===== src/rtl/sprite_pkg.sv =====
// Shared definitions for the per-scanline sprite engine.
// Holds the attribute word field positions, the sprite and line geometry,
// the transparent colour key and the scanner state encoding.
package sprite_pkg;

  localparam int SPRITE_W = 16;
  localparam int SPRITE_H = 16;
  localparam int LINE_W   = 640;

  localparam logic [15:0] TRANSPARENT = 16'h0000;

  // Attribute word: {en, flip, rsvd[1:0], y[9:0], x[9:0], frame_id[7:0]}
  localparam int ATTR_EN_BIT    = 31;
  localparam int ATTR_FLIP_BIT  = 30;
  localparam int ATTR_Y_MSB     = 27;
  localparam int ATTR_Y_LSB     = 18;
  localparam int ATTR_X_MSB     = 17;
  localparam int ATTR_X_LSB     = 8;
  localparam int ATTR_FRAME_MSB = 7;
  localparam int ATTR_FRAME_LSB = 0;

  typedef enum logic [2:0] {
    ST_IDLE = 3'd0,
    ST_RD   = 3'd1,
    ST_WT   = 3'd2,
    ST_CHK  = 3'd3,
    ST_DRAW = 3'd4,
    ST_DONE = 3'd5
  } state_e;

endpackage


===== src/rtl/sprite_row_fetch.sv =====
// Draws one 16-pixel sprite row into the line buffer.
// Ports:
//   clk, reset        system clock, synchronous active-high reset
//   start             one-cycle pulse, loads col_base/flip/frame_id/row_off
//   col_base          leftmost line-buffer column of the sprite
//   flip              horizontal mirror
//   frame_id, row_off select the ROM row
//   rom_addr / rom_q  sprite ROM, one cycle read latency
//   pixel_col, pixel_data, wren   line-buffer write port
//   done              one-cycle pulse, 18 cycles after start
module sprite_row_fetch
  import sprite_pkg::*;
(
  input  logic        clk,
  input  logic        reset,
  input  logic        start,
  input  logic [9:0]  col_base,
  input  logic        flip,
  input  logic [7:0]  frame_id,
  input  logic [3:0]  row_off,
  input  logic [15:0] rom_q,
  output logic        done,
  output logic [15:0] rom_addr,
  output logic [9:0]  pixel_col,
  output logic [15:0] pixel_data,
  output logic        wren
);

  logic       busy_q, busy_d;
  logic [3:0] x_q, x_d;
  logic [9:0] col_q, col_d;
  logic       flip_q, flip_d;
  logic [7:0] frame_q, frame_d;
  logic [3:0] row_q, row_d;
  logic       pix_v_q;
  logic [3:0] pix_x_q;
  logic       done_q;
  logic [10:0] col_sum;

  always_comb begin
    busy_d  = busy_q;
    x_d     = x_q;
    col_d   = col_q;
    flip_d  = flip_q;
    frame_d = frame_q;
    row_d   = row_q;
    if (start) begin
      busy_d  = 1'b1;
      x_d     = 4'd0;
      col_d   = col_base;
      flip_d  = flip;
      frame_d = frame_id;
      row_d   = row_off;
    end else if (busy_q) begin
      x_d = x_q + 4'd1;
      if (x_q == 4'(SPRITE_W - 1)) busy_d = 1'b0;
    end
  end

  always_ff @(posedge clk) begin
    if (reset) begin
      busy_q  <= 1'b0;
      x_q     <= '0;
      col_q   <= '0;
      flip_q  <= 1'b0;
      frame_q <= '0;
      row_q   <= '0;
      pix_v_q <= 1'b0;
      pix_x_q <= '0;
      done_q  <= 1'b0;
    end else begin
      busy_q  <= busy_d;
      x_q     <= x_d;
      col_q   <= col_d;
      flip_q  <= flip_d;
      frame_q <= frame_d;
      row_q   <= row_d;
      // Pixel stage trails the address stage by the ROM latency.
      pix_v_q <= busy_q;
      pix_x_q <= x_q;
      done_q  <= pix_v_q && (pix_x_q == 4'(SPRITE_W - 1));
    end
  end

  // 15 - x on a 4-bit index is simply its complement.
  assign rom_addr = busy_q ? {frame_q, row_q, (flip_q ? ~x_q : x_q)} : '0;

  // Unwrapped sum so a sprite hanging off the right edge is clipped
  // rather than wrapping round to the left.
  assign col_sum    = {1'b0, col_q} + {7'd0, pix_x_q};
  assign pixel_col  = pix_v_q ? col_sum[9:0] : '0;
  assign pixel_data = pix_v_q ? rom_q : '0;
  assign wren       = pix_v_q && (rom_q != TRANSPARENT) && (col_sum < 11'(LINE_W));
  assign done       = done_q;

endmodule


===== src/rtl/sprite_line_engine.sv =====
// Per-scanline sprite engine: scans the attribute RAM for sprites covering
// the requested line and draws up to MAX_SLOT of them into the line buffer.
// Ports:
//   clk, reset              system clock, synchronous active-high reset
//   start_row, next_vcount  begin building line next_vcount
//   ra / rd_data            attribute RAM, one cycle read latency
//   rom_addr / rom_q        sprite image ROM, one cycle read latency
//   pixel_col, pixel_data, wren   line-buffer write port
//   fe_done                 one-cycle pulse when the line is finished
//
// state   | meaning
// IDLE    | waiting for start_row
// RD      | ra = current attribute index
// WT      | attribute RAM latency
// CHK     | hit test on rd_data, launch drawer on hit
// DRAW    | waiting for drawer done
// DONE    | fe_done pulse
module sprite_line_engine
  import sprite_pkg::*;
#(
  parameter int NUM_SPRITE = 32,
  parameter int MAX_SLOT   = 8,
  localparam int IW = $clog2(NUM_SPRITE),
  localparam int SW = $clog2(MAX_SLOT + 1)
) (
  input  logic          clk,
  input  logic          reset,
  input  logic          start_row,
  input  logic [9:0]    next_vcount,
  output logic [IW-1:0] ra,
  input  logic [31:0]   rd_data,
  output logic [15:0]   rom_addr,
  input  logic [15:0]   rom_q,
  output logic [9:0]    pixel_col,
  output logic [15:0]   pixel_data,
  output logic          wren,
  output logic          fe_done
);

  state_e        state_q, state_d;
  logic [IW-1:0] idx_q, idx_d;
  logic [SW-1:0] slot_q, slot_d, slot_n;
  logic [9:0]    vcount_q, vcount_d;
  logic [9:0]    dy;
  logic          hit, draw_start, draw_done, last;
  logic          attr_unused;

  // Modulo-1024 distance handles sprites straddling line 0.
  assign dy         = vcount_q - rd_data[ATTR_Y_MSB:ATTR_Y_LSB];
  assign hit        = rd_data[ATTR_EN_BIT] && (dy < 10'(SPRITE_H));
  assign draw_start = (state_q == ST_CHK) && hit;
  assign attr_unused = ^rd_data[29:28];

  // Slot count as it will be after the current sprite, for the end test.
  assign slot_n = (state_q == ST_DRAW) ? slot_q + 1'b1 : slot_q;
  assign last   = (idx_q == IW'(NUM_SPRITE - 1)) || (slot_n == SW'(MAX_SLOT));

  always_comb begin
    state_d  = state_q;
    idx_d    = idx_q;
    slot_d   = slot_q;
    vcount_d = vcount_q;
    case (state_q)
      ST_IDLE: if (start_row) begin
        vcount_d = next_vcount;
        idx_d    = '0;
        slot_d   = '0;
        state_d  = ST_RD;
      end
      ST_RD: state_d = ST_WT;
      ST_WT: state_d = ST_CHK;
      ST_CHK: begin
        if (hit)       state_d = ST_DRAW;
        else if (last) state_d = ST_DONE;
        else begin
          idx_d   = idx_q + 1'b1;
          state_d = ST_RD;
        end
      end
      ST_DRAW: if (draw_done) begin
        slot_d = slot_n;
        if (last) state_d = ST_DONE;
        else begin
          idx_d   = idx_q + 1'b1;
          state_d = ST_RD;
        end
      end
      ST_DONE: state_d = ST_IDLE;
      default: state_d = ST_IDLE;
    endcase
  end

  always_ff @(posedge clk) begin
    if (reset) begin
      state_q  <= ST_IDLE;
      idx_q    <= '0;
      slot_q   <= '0;
      vcount_q <= '0;
    end else begin
      state_q  <= state_d;
      idx_q    <= idx_d;
      slot_q   <= slot_d;
      vcount_q <= vcount_d;
    end
  end

  assign ra      = idx_q;
  assign fe_done = (state_q == ST_DONE);

  sprite_row_fetch u_fetch (
    .clk        (clk),
    .reset      (reset),
    .start      (draw_start),
    .col_base   (rd_data[ATTR_X_MSB:ATTR_X_LSB]),
    .flip       (rd_data[ATTR_FLIP_BIT]),
    .frame_id   (rd_data[ATTR_FRAME_MSB:ATTR_FRAME_LSB]),
    .row_off    (dy[3:0]),
    .rom_q      (rom_q),
    .done       (draw_done),
    .rom_addr   (rom_addr),
    .pixel_col  (pixel_col),
    .pixel_data (pixel_data),
    .wren       (wren)
  );

endmodule


===== config.mk =====
export PLATFORM = sky130hd
export DESIGN_NAME = sprite_line_engine
export DESIGN_NICKNAME = d
export VERILOG_FILES = /design/src/rtl/sprite_pkg.sv /design/src/rtl/sprite_row_fetch.sv /design/src/rtl/sprite_line_engine.sv
export SDC_FILE = /design/constraint.sdc
export NUM_CORES = 1
export LEC_CHECK = 0
export BUFFER_PORTS_ARGS = -buffer_cell sky130_fd_sc_hd__buf_2
export CAP_MARGIN = 25
export CORE_MARGIN = 5
export CORE_UTILIZATION = 55
export CTS_CLUSTER_DIAMETER = 80
export DETAILED_ROUTE_END_ITERATION = 10
export PLACE_DENSITY = 0.86
export SYNTH_ARGS = -nofsm -noshare
export SYNTH_HDL_FRONTEND = slang
export SYNTH_SLANG_ARGS = --single-unit
export TNS_END_PERCENT = 100

===== constraint.sdc =====
create_clock -name clk -period 7.7 [get_ports clk]
set_clock_uncertainty 0.1 [all_clocks]
set_input_delay 1.54 -clock clk [delete_from_list [all_inputs] [get_ports clk]]
set_output_delay 1.54 -clock clk [all_outputs]
set_load 0.03 [all_outputs]

==> flow_metrics.py, run 1 <==
metrics = {
    "outcome": {
        "run_status": "finished, final reports clean",
    },
    "cts": {
        "hold_buffers": 0,
        "clock_latency_ns": 0.32,
        "cts_buffers": 5,
        "clk_pin_slew_ns": 0.11,
        "postCtsSetupRepairBufs": 0,
        "numClockSinks": 56,
        "clock_path_buffers": 2,
        "htreeDepth": 2,
        "cts_resized": 0,
        "tritoncts": "done",
        "cts_root_buf": "clkbuf_8",
    },
    "floorplan": {
        "core_area_um2": 5991,
        "start_util_pct": 57.14,
        "dieHeight_um": 88.90,
        "dieWidth_um": 88.90,
        "ios": 110,
        "dieArea_um2": 7902,
        "core.rowCount": 28,
    },
    "finish": {
        "fin_nets": 587,
        "drive_above_1_share_pct": 24.65,
        "area_growth_pct": 19.23,
        "n_fill_cell": 497,
        "fin_util_pct": 68.13,
        "diodes": 0,
    },
    "power": {
        "p_total_mw": 0.5798,
        "p_clk_share_pct": 29.9,
        "p_leak_nw": 2.095,
        "p_sw_share_pct": 29.59,
        "p_int_mw": 0.4083,
        "power.density_nw_per_um2": 142.1,
        "switching_power_mw": 0.1716,
        "power_frac_seq_pct": 52.6,
        "peakVddDrop_mv": 0.08318,
        "comb_power_share_pct": 17.4,
    },
    "timing": {
        "hold_viol_final": 0,
        "maxSlewHeadroom_pct": 33.10,
        "fin_setup_tns_ns": 0,
        "drv_slew": 0,
        "whs_ns": 0.3643,
        "fin_crit_sh_pct": 55.80,
        "setup_violations": 0,
        "timing.fmax_ghz": 0.2327,
        "worst_pin_slew_ns": 1.004,
        "rsz0062_at_grt": "no",
        "period_needed_ns": 4.297,
    },
    "yosys": {
        "syn_inst": 410,
        "yosysUniqueCellTypes": 54,
        "synth_edf_count": 0,
        "ys_ff_latch": 56,
        "synthFlopType": "dfxtp_1",
        "avgSynthCellArea_um2": 8.349,
        "synth.yosys.warnings": 0,
        "syn_nets": 491,
        "synth_area_um2": 3423,
        "synthArstFlopShare_pct": 0,
        "synth_seq_area_share_pct": 32.75,
    },
    "grt": {
        "gr-total-overflow": 0,
        "grt_pass1_vias": 2955,
        "grt_max_degree": 59,
        "grt.total_usage_pct": 20.53,
        "antenna_found_initial": 0,
        "grt_first_pass_wirelength_mm": 12.99,
    },
    "place": {
        "dp_hpwl_mm": 6.238,
        "port-buffer-count": 107,
        "place_congestion": 0.8549,
    },
    "setup_path": {
        "worstRegToRegCells": 11,
        "crit_arrival_ns": 2.66,
        "cp_max_fo": 4,
        "end_kind": "output pin",
        "crit_path_start_kind": "register",
        "cp.required_ns": 6.06,
        "crit_type": "reg -> out",
    },
    "route": {
        "wl_per_cell_um": 13.82,
        "drt-initial-drc-count": 108,
        "antenna_left": 0,
        "drc": 0,
        "vias_per_cell": 5.337,
        "vias": 3106,
        "drt_wl_total_mm": 8.046,
        "first_pass_iters": 4,
    },
    "job": {
        "maxCapViolCount": 0,
    },
    "min_path": {
        "hold_path.class": "reg -> reg",
        "hold_depth": 2,
    },
}
-- final timing paths --
| check | startpoint | end | slack, ns |
|---|---|---|---|
| worst max-delay path | u_fetch.pix_x_q[0] | wren | 3.40 |
| worst min-delay path | vcount_q[0] | vcount_q[0] | 0.36 |
| worst max register to register | vcount_q[0] | ra[0] | 4.64 |
| worst min register to register | vcount_q[0] | vcount_q[0] | 0.36 |
-- state kept, by name (all words and copies together) (netlist names) --
name,cells
ra,5
slot_q,4
state_q,3
u_fetch.busy_q,1
u_fetch.col_q,10
u_fetch.done,1
u_fetch.flip_q,1
u_fetch.frame_q,8
u_fetch.pix_v_q,1
u_fetch.pix_x_q,4
u_fetch.row_q,4
u_fetch.x_q,4
vcount_q,10
-- synthesized netlist by cell type (all sizes together) (9+ instances only) --
| cell type | number | area (um^2) |
|---|---|---|
| and2 | 42 | 262.8 |
| dfxtp | 56 | 1121 |
| nand2 | 32 | 120.1 |
| nor2b | 10 | 62.56 |
| o21ai | 11 | 55.05 |
| nor2 | 40 | 150.1 |
| clkbuf | 14 | 52.55 |
| xor2 | 11 | 96.34 |
| nand3 | 9 | 50.05 |
| ha | 18 | 225.2 |
| a21oi | 28 | 140.1 |
| mux2i | 29 | 290.3 |
| inv | 19 | 71.32 |
-- area by class of cell --
cell class	instances	area [um^2]	area share [%]
multi-input cells	315	2148	52.64
clock buffers	5	68.82	1.686
flip-flops and latches	56	1121	27.47
clock inverters	3	27.53	0.6744
repair buffers	109	550.5	13.49
inverters	19	71.32	1.747
well taps	75	93.84	2.299
-- cell usage in the layout, fill, tap and decap left out, types with 10 or more instances in the layout --
master	count
dfxtp_1	56
nor2b_1	10
and2_1	42
inv_1	19
nand2_1	32
a21oi_1	28
mux2i_1	29
buf_2	107
ha_1	18
nor2_1	40
xor2_1	11
-- per-layer routing --
metal	up-vias	part of all wire [%]	GRT usage, %	routed length [um]
li1	1601	-	-	-
met1	1412	41	23.42	3324
met2	85	50	38.66	4018
met3	8	7.7	4.608	619
met4	0	1.0	4.670	83
met5	-	0	0	0
-- kinds of logic (layout without fill, tap and decap cells) --
kind of cell	count (synthesis)	in the layout	synth area share, %
and+or+nand+nor	174	174	27.19
AOI/OAI and AO/OA	73	73	14.29
DFF	56	56	32.75
buffers and inverters	39	136	4.496
muxes	30	30	8.918
adders and majority gates	20	20	7.749
xor gates and xnor gates	18	18	4.605
-- worst max-delay path: stages, from the launching register on --
cell	delay, ns
dfxtp_1	0.34
ha_1	0.23
fa_1	0.41
a21o_1	0.17
a21oi_1	0.27
nor2_1	0.16
or3_1	0.36
a21oi_1	0.16
a211oi_1	0.06
buf_2	0.19
-- power groups by stage --
stage                     clock [mW]  combinational (mW)  sequential [mW]
final                          0.174               0.101            0.305
after floorplan                    0              0.0748            0.307
after CTS                      0.178               0.100            0.305
after global placement             0              0.0965            0.311
after global routing           0.193               0.114            0.307
after detailed placement           0              0.0996            0.312
-- metrics by stage --
stage	area [um^2]	setup WS, ns	instances
2_1_floorplan	3423	3.583	410
3_3_place_gp	3978	3.439	573
3_5_place_dp	3978	3.389	573
4_1_cts	4074	3.400	581
5_1_grt	4081	3.292	582
6_report	4081	3.403	582
No activity file was read; power rests on OpenSTA's default activity.
==> run 2, diff against run 1 <==
--- a/config.mk
+++ b/config.mk
@@ -8,10 +8,10 @@
 export BUFFER_PORTS_ARGS = -buffer_cell sky130_fd_sc_hd__buf_2
 export CAP_MARGIN = 25
 export CORE_MARGIN = 5
-export CORE_UTILIZATION = 55
+export CORE_UTILIZATION = 51
 export CTS_CLUSTER_DIAMETER = 80
 export DETAILED_ROUTE_END_ITERATION = 10
-export PLACE_DENSITY = 0.86
+export PLACE_DENSITY = 0.81
 export SYNTH_ARGS = -nofsm -noshare
 export SYNTH_HDL_FRONTEND = slang
 export SYNTH_SLANG_ARGS = --single-unit
==> constraint.sdc (replaced) <==
create_clock -name clk -period 4.01 [get_ports clk]
set_clock_uncertainty 0.1 [all_clocks]
set_input_delay 0.802 -clock clk [delete_from_list [all_inputs] [get_ports clk]]
set_output_delay 0.802 -clock clk [all_outputs]
set_load 0.03 [all_outputs]
==> run 2 against run 1 <==
Global-route usage fell by 1.8 points. Utilization fell by 4.5 points. Critical path type unchanged. Critical endpoint unchanged. Largest cell class unchanged. Design area barely moved. Power rose by 91%.
==> flow_metrics.py, run 2 (same netlist as run 1, synthesis figures left out) <==
metrics = {
    "floorplan": {
        "dieArea_um2": 8451,
        "ios": 110,
        "core_area_um2": 6422,
        "dieWidth_um": 91.93,
        "start_util_pct": 53.30,
        "dieHeight_um": 91.93,
        "core.rowCount": 29,
    },
    "setup_path": {
        "crit_path_start_kind": "register",
        "critPathMostFrequentCell": "a21oi_1",
        "cp_slowest_stage_delay_ns": 0.40,
        "cp_max_fo": 4,
        "cp.required_ns": 3.11,
        "end_kind": "output pin",
        "startpoint": "u_fetch.pix_x_q[0]",
        "crit_arrival_ns": 2.64,
        "crit_type": "reg -> out",
        "critical-path-slowest-cell": "fa_1",
        "r2r_start": "vcount_q[0]",
        "crit_chain": "ha_1 > fa_1 > a21o_1 > a21oi_1 > nor2_1 > or3_1 > a21oi_1 > a211oi_1 > buf_2",
    },
    "place": {
        "dp_hpwl_mm": 6.194,
        "place_congestion": 0.9038,
        "placed_area_um2": 3988,
        "port-buffer-count": 107,
    },
    "route": {
        "first_pass_iters": 4,
        "drt_wl_total_mm": 8.078,
        "wl_per_cell_um": 13.83,
        "drt-initial-drc-count": 68,
        "drc": 0,
        "vias": 3188,
        "antenna_left": 0,
        "vias_per_cell": 5.459,
    },
    "finish": {
        "largestRegisters": "u_fetch.col_q (10), vcount_q (10), u_fetch.frame_q (8)",
        "fin_area_um2": 4084,
        "final_cell_mix": "107 x buf_2, 56 x dfxtp_1, 42 x and2_1, 40 x nor2_1, 32 x nand2_1",
        "area_growth_pct": 19.30,
        "diodes": 0,
        "fin_util_pct": 63.59,
        "drive_above_1_share_pct": 24.65,
        "fin_nets": 587,
        "final_common_cell": "buf_2",
    },
    "min_path": {
        "hold_path.class": "reg -> reg",
        "hold_start": "u_fetch.row_q[0]",
    },
    "cts": {
        "clock_latency_ns": 0.31,
        "postCtsSetupRepairBufs": 0,
        "cts_root_buf": "clkbuf_8",
        "clock_path_buffers": 2,
        "hold_buffers": 0,
        "htreeDepth": 2,
        "numClockSinks": 56,
        "clk_pin_slew_ns": 0.10,
        "cts_resized": 0,
        "tritoncts": "done",
        "cts_buffers": 5,
    },
    "grt": {
        "antenna_found_initial": 0,
        "gr-total-overflow": 0,
        "use_met3_pct": 3.846,
        "grt_pass1_vias": 3048,
        "busiest_layer": "met2",
        "grt_util_met1_pct": 21.48,
        "grt_max_degree": 59,
        "met2_usage_pct": 35.16,
        "grt_first_pass_wirelength_mm": 13.38,
        "grt.total_usage_pct": 18.71,
    },
    "power": {
        "comb_power_share_pct": 17.6,
        "p_sw_share_pct": 29.19,
        "p_int_mw": 0.7840,
        "switching_power_mw": 0.3232,
        "p_clk_share_pct": 29.4,
        "p_leak_nw": 2.096,
        "p_total_mw": 1.107,
        "power.density_nw_per_um2": 271.1,
        "peakVddDrop_mv": 0.1313,
        "power_frac_seq_pct": 53.0,
    },
    "timing": {
        "timing.fmax_ghz": 0.2821,
        "hold_viol_final": 0,
        "worst_pin_slew_ns": 1.014,
        "setup_violations": 0,
        "drv_slew": 0,
        "period_needed_ns": 3.545,
        "fin_crit_sh_pct": 88.40,
        "fin_setup_tns_ns": 0,
        "rsz0062_at_grt": "no",
        "whs_ns": 0.3607,
        "maxSlewHeadroom_pct": 32.41,
    },
    "outcome": {
        "run_status": "finished, final reports clean",
    },
    "job": {
        "maxCapViolCount": 0,
    },
}
## run 2: final timing paths
path                           end  slack (ns)  depth (start not counted)
hold reg to reg   u_fetch.row_q[0]        0.36                          2
setup reg to reg             ra[0]        0.99                         11
setup / recovery              wren        0.46                          9
hold / removal    u_fetch.row_q[0]        0.36                          2
## run 2: layer usage
| layer | routed length (um) | vias to the layer above | share of wire, % |
|---|---|---|---|
| li1 | - | 1608 | - |
| met1 | 3442 | 1478 | 43 |
| met2 | 4034 | 98 | 50 |
| met3 | 560 | 4 | 6.9 |
| met4 | 41 | 0 | 0.51 |
| met5 | 0 | - | 0 |
## run 2: final cells by class
type / count / area (um^2)
repair buffers: 109 / 550.5
multi-input cells: 315 / 2148
well taps: 77 / 96.34
inverters: 19 / 71.32
flip-flops and latches: 56 / 1121
clock buffers: 5 / 68.82
clock inverters: 3 / 27.53
fillers: 556 / 2338
## run 2: power groups by stage
| stage | logic, mW | clock network [mW] | registers [mW] |
|---|---|---|---|
| 2_1_floorplan | 0.144 | 0 | 0.589 |
| 6_report | 0.195 | 0.326 | 0.586 |
| 4_1_cts | 0.196 | 0.342 | 0.587 |
| 5_1_grt | 0.220 | 0.361 | 0.589 |
| 3_3_place_gp | 0.186 | 0 | 0.598 |
| 3_5_place_dp | 0.194 | 0 | 0.600 |
## run 2: critical path, delay by kind of cell (launching register included)
family | cells | cell delay (ns)
flops | 1 | 0.33
compound gates | 4 | 0.68
fa+ha+maj | 2 | 0.62
buf+inv | 1 | 0.18
simple gates | 2 | 0.53
## run 2: per-stage QoR
step	std cells	setup WS, ns
final	584	0.4650
after global placement	575	0.5035
after global routing	584	0.3069
after floorplan	410	0.7363
after CTS	584	0.4313
after detailed placement	576	0.4695
==> run 3, diff against run 2 <==
--- a/config.mk
+++ b/config.mk
@@ -8,10 +8,11 @@
 export BUFFER_PORTS_ARGS = -buffer_cell sky130_fd_sc_hd__buf_2
 export CAP_MARGIN = 25
 export CORE_MARGIN = 5
-export CORE_UTILIZATION = 51
+export CORE_UTILIZATION = 47
 export CTS_CLUSTER_DIAMETER = 80
+export CTS_CLUSTER_SIZE = 20
 export DETAILED_ROUTE_END_ITERATION = 10
-export PLACE_DENSITY = 0.81
+export PLACE_DENSITY = 0.76
 export SYNTH_ARGS = -nofsm -noshare
 export SYNTH_HDL_FRONTEND = slang
 export SYNTH_SLANG_ARGS = --single-unit
==> run 3 against run 2 <==
Die area up 7.6%. Sequential cell count unchanged. Power up 0.23%. Maximum frequency up 0.46%. Critical endpoint unchanged. Highest routed layer unchanged.
==> flow_metrics.py, run 3 (same netlist as run 1, synthesis figures left out) <==
metrics = {
    "setup_path": {
        "cp_max_fo": 4,
        "crit_arrival_ns": 2.63,
        "worstRegToRegCells": 11,
        "crit_type": "reg -> out",
        "end_kind": "output pin",
        "cp.required_ns": 3.11,
        "crit_path_start_kind": "register",
    },
    "finish": {
        "diodes": 0,
        "drive_above_1_share_pct": 24.65,
        "n_fill_cell": 669,
        "final_cell_mix": "107 x buf_2, 56 x dfxtp_1, 42 x and2_1, 40 x nor2_1, 32 x nand2_1",
        "area_growth_pct": 20.10,
        "largestRegisters": "u_fetch.col_q (10), vcount_q (10), u_fetch.frame_q (8)",
        "register_area_um2": 1121,
        "fin_nets": 587,
        "fin_cells": 606,
        "final_common_cell": "buf_2",
        "fin_util_pct": 57.30,
        "multi_input_area_um2": 2148,
    },
    "timing": {
        "timing.fmax_ghz": 0.2834,
        "setup_violations": 0,
        "fin_setup_tns_ns": 0,
        "period_needed_ns": 3.529,
        "maxSlewHeadroom_pct": 33.84,
        "worst_pin_slew_ns": 0.9924,
        "rsz0062_at_grt": "no",
        "fin_crit_sh_pct": 88.00,
        "drv_slew": 0,
        "hold_viol_final": 0,
    },
    "floorplan": {
        "ios": 110,
        "start_util_pct": 47.71,
        "core_area_um2": 7176,
        "core.rowCount": 31,
        "dieWidth_um": 95.35,
        "dieHeight_um": 95.35,
        "dieArea_um2": 9091,
    },
    "route": {
        "wl_per_cell_um": 13.19,
        "first_pass_iters": 4,
        "drc": 0,
        "drt_wl_total_mm": 7.996,
        "drt-initial-drc-count": 82,
        "vias": 3113,
        "vias_per_cell": 5.137,
        "antenna_left": 0,
    },
    "cts": {
        "cts_root_buf": "clkbuf_8",
        "cts_resized": 0,
        "clock_path_buffers": 2,
        "cts_buffers": 5,
        "hold_buffers": 0,
        "htreeDepth": 2,
        "clock_latency_ns": 0.31,
        "numClockSinks": 56,
        "postCtsSetupRepairBufs": 0,
        "tritoncts": "done",
        "clk_pin_slew_ns": 0.10,
    },
    "power": {
        "peakVddDrop_mv": 0.1656,
        "power.density_nw_per_um2": 269.9,
        "p_leak_nw": 2.096,
        "switching_power_mw": 0.3257,
        "p_clk_share_pct": 29.4,
        "comb_power_share_pct": 17.7,
        "power_frac_seq_pct": 52.9,
        "p_int_mw": 0.7842,
        "p_sw_share_pct": 29.34,
    },
    "grt": {
        "grt_first_pass_wirelength_mm": 13.21,
        "gr-total-overflow": 0,
        "antenna_found_initial": 0,
        "grt_max_degree": 59,
        "grt.total_usage_pct": 17.91,
        "grt_pass1_vias": 3015,
    },
    "min_path": {
        "hold_depth": 2,
        "hold_path.class": "reg -> reg",
    },
    "place": {
        "dp_hpwl_mm": 6.153,
        "port-buffer-count": 107,
        "numPlacedInstances": 598,
        "place_congestion": 0.8308,
    },
    "outcome": {
        "run_status": "finished, final reports clean",
    },
    "job": {
        "maxCapViolCount": 0,
    },
}
## run 3: power groups by stage
stage          Combinational (mW)  Clock, mW  Sequential (mW)
6_report                    0.196      0.327            0.587
5_1_grt                     0.224      0.361            0.590
4_1_cts                     0.197      0.338            0.587
3_5_place_dp                0.196          0            0.599
3_3_place_gp                0.187          0            0.598
2_1_floorplan               0.144          0            0.589
## run 3: routing by layer
layer | track usage, % | part of all wire [%] | vias up
li1 | - | - | 1608
met1 | 21.09 | 43 | 1404
met2 | 33.29 | 48 | 95
met3 | 3.394 | 7.8 | 6
met4 | 4.087 | 1.1 | 0
met5 | 0 | 0 | -
## run 3: worst paths after layout
path	end	startpoint	slack (ns)
setup / recovery	wren	u_fetch.pix_x_q[0]	0.48
hold / removal	vcount_q[7]	vcount_q[7]	0.37
setup reg to reg	ra[0]	vcount_q[0]	1.00
hold reg to reg	vcount_q[7]	vcount_q[7]	0.37
## run 3: layout make-up
class | count | area share (%)
clock inverters | 3 | 0.6695
multi-input cells | 315 | 52.25
flip-flops and latches | 56 | 27.27
repair buffers | 109 | 13.39
well taps | 99 | 3.013
inverters | 19 | 1.735
clock buffers | 5 | 1.674
## run 3: through the flow
step                      area, um^2  hold slack (ns)  setup WS (ns)  power (mW)
after detailed placement        4015           0.3502         0.4802      0.7951
final                           4111           0.3703         0.4813       1.110
after global placement          4008           0.3342         0.4916      0.7854
after CTS                       4111           0.3663         0.4718       1.122
after floorplan                 3423           0.3273         0.7363      0.7330
after global routing            4111           0.3851         0.3267       1.176
## run 3: worst max-delay path, stage by stage, from the launching register on
cell and delay (ns):
dfxtp_1 0.33, ha_1 0.22, fa_1 0.41, a21o_1 0.18, a21oi_1 0.27, nor2_1 0.15, or3_1 0.36, a21oi_1 0.15
a211oi_1 0.05, buf_2 0.18
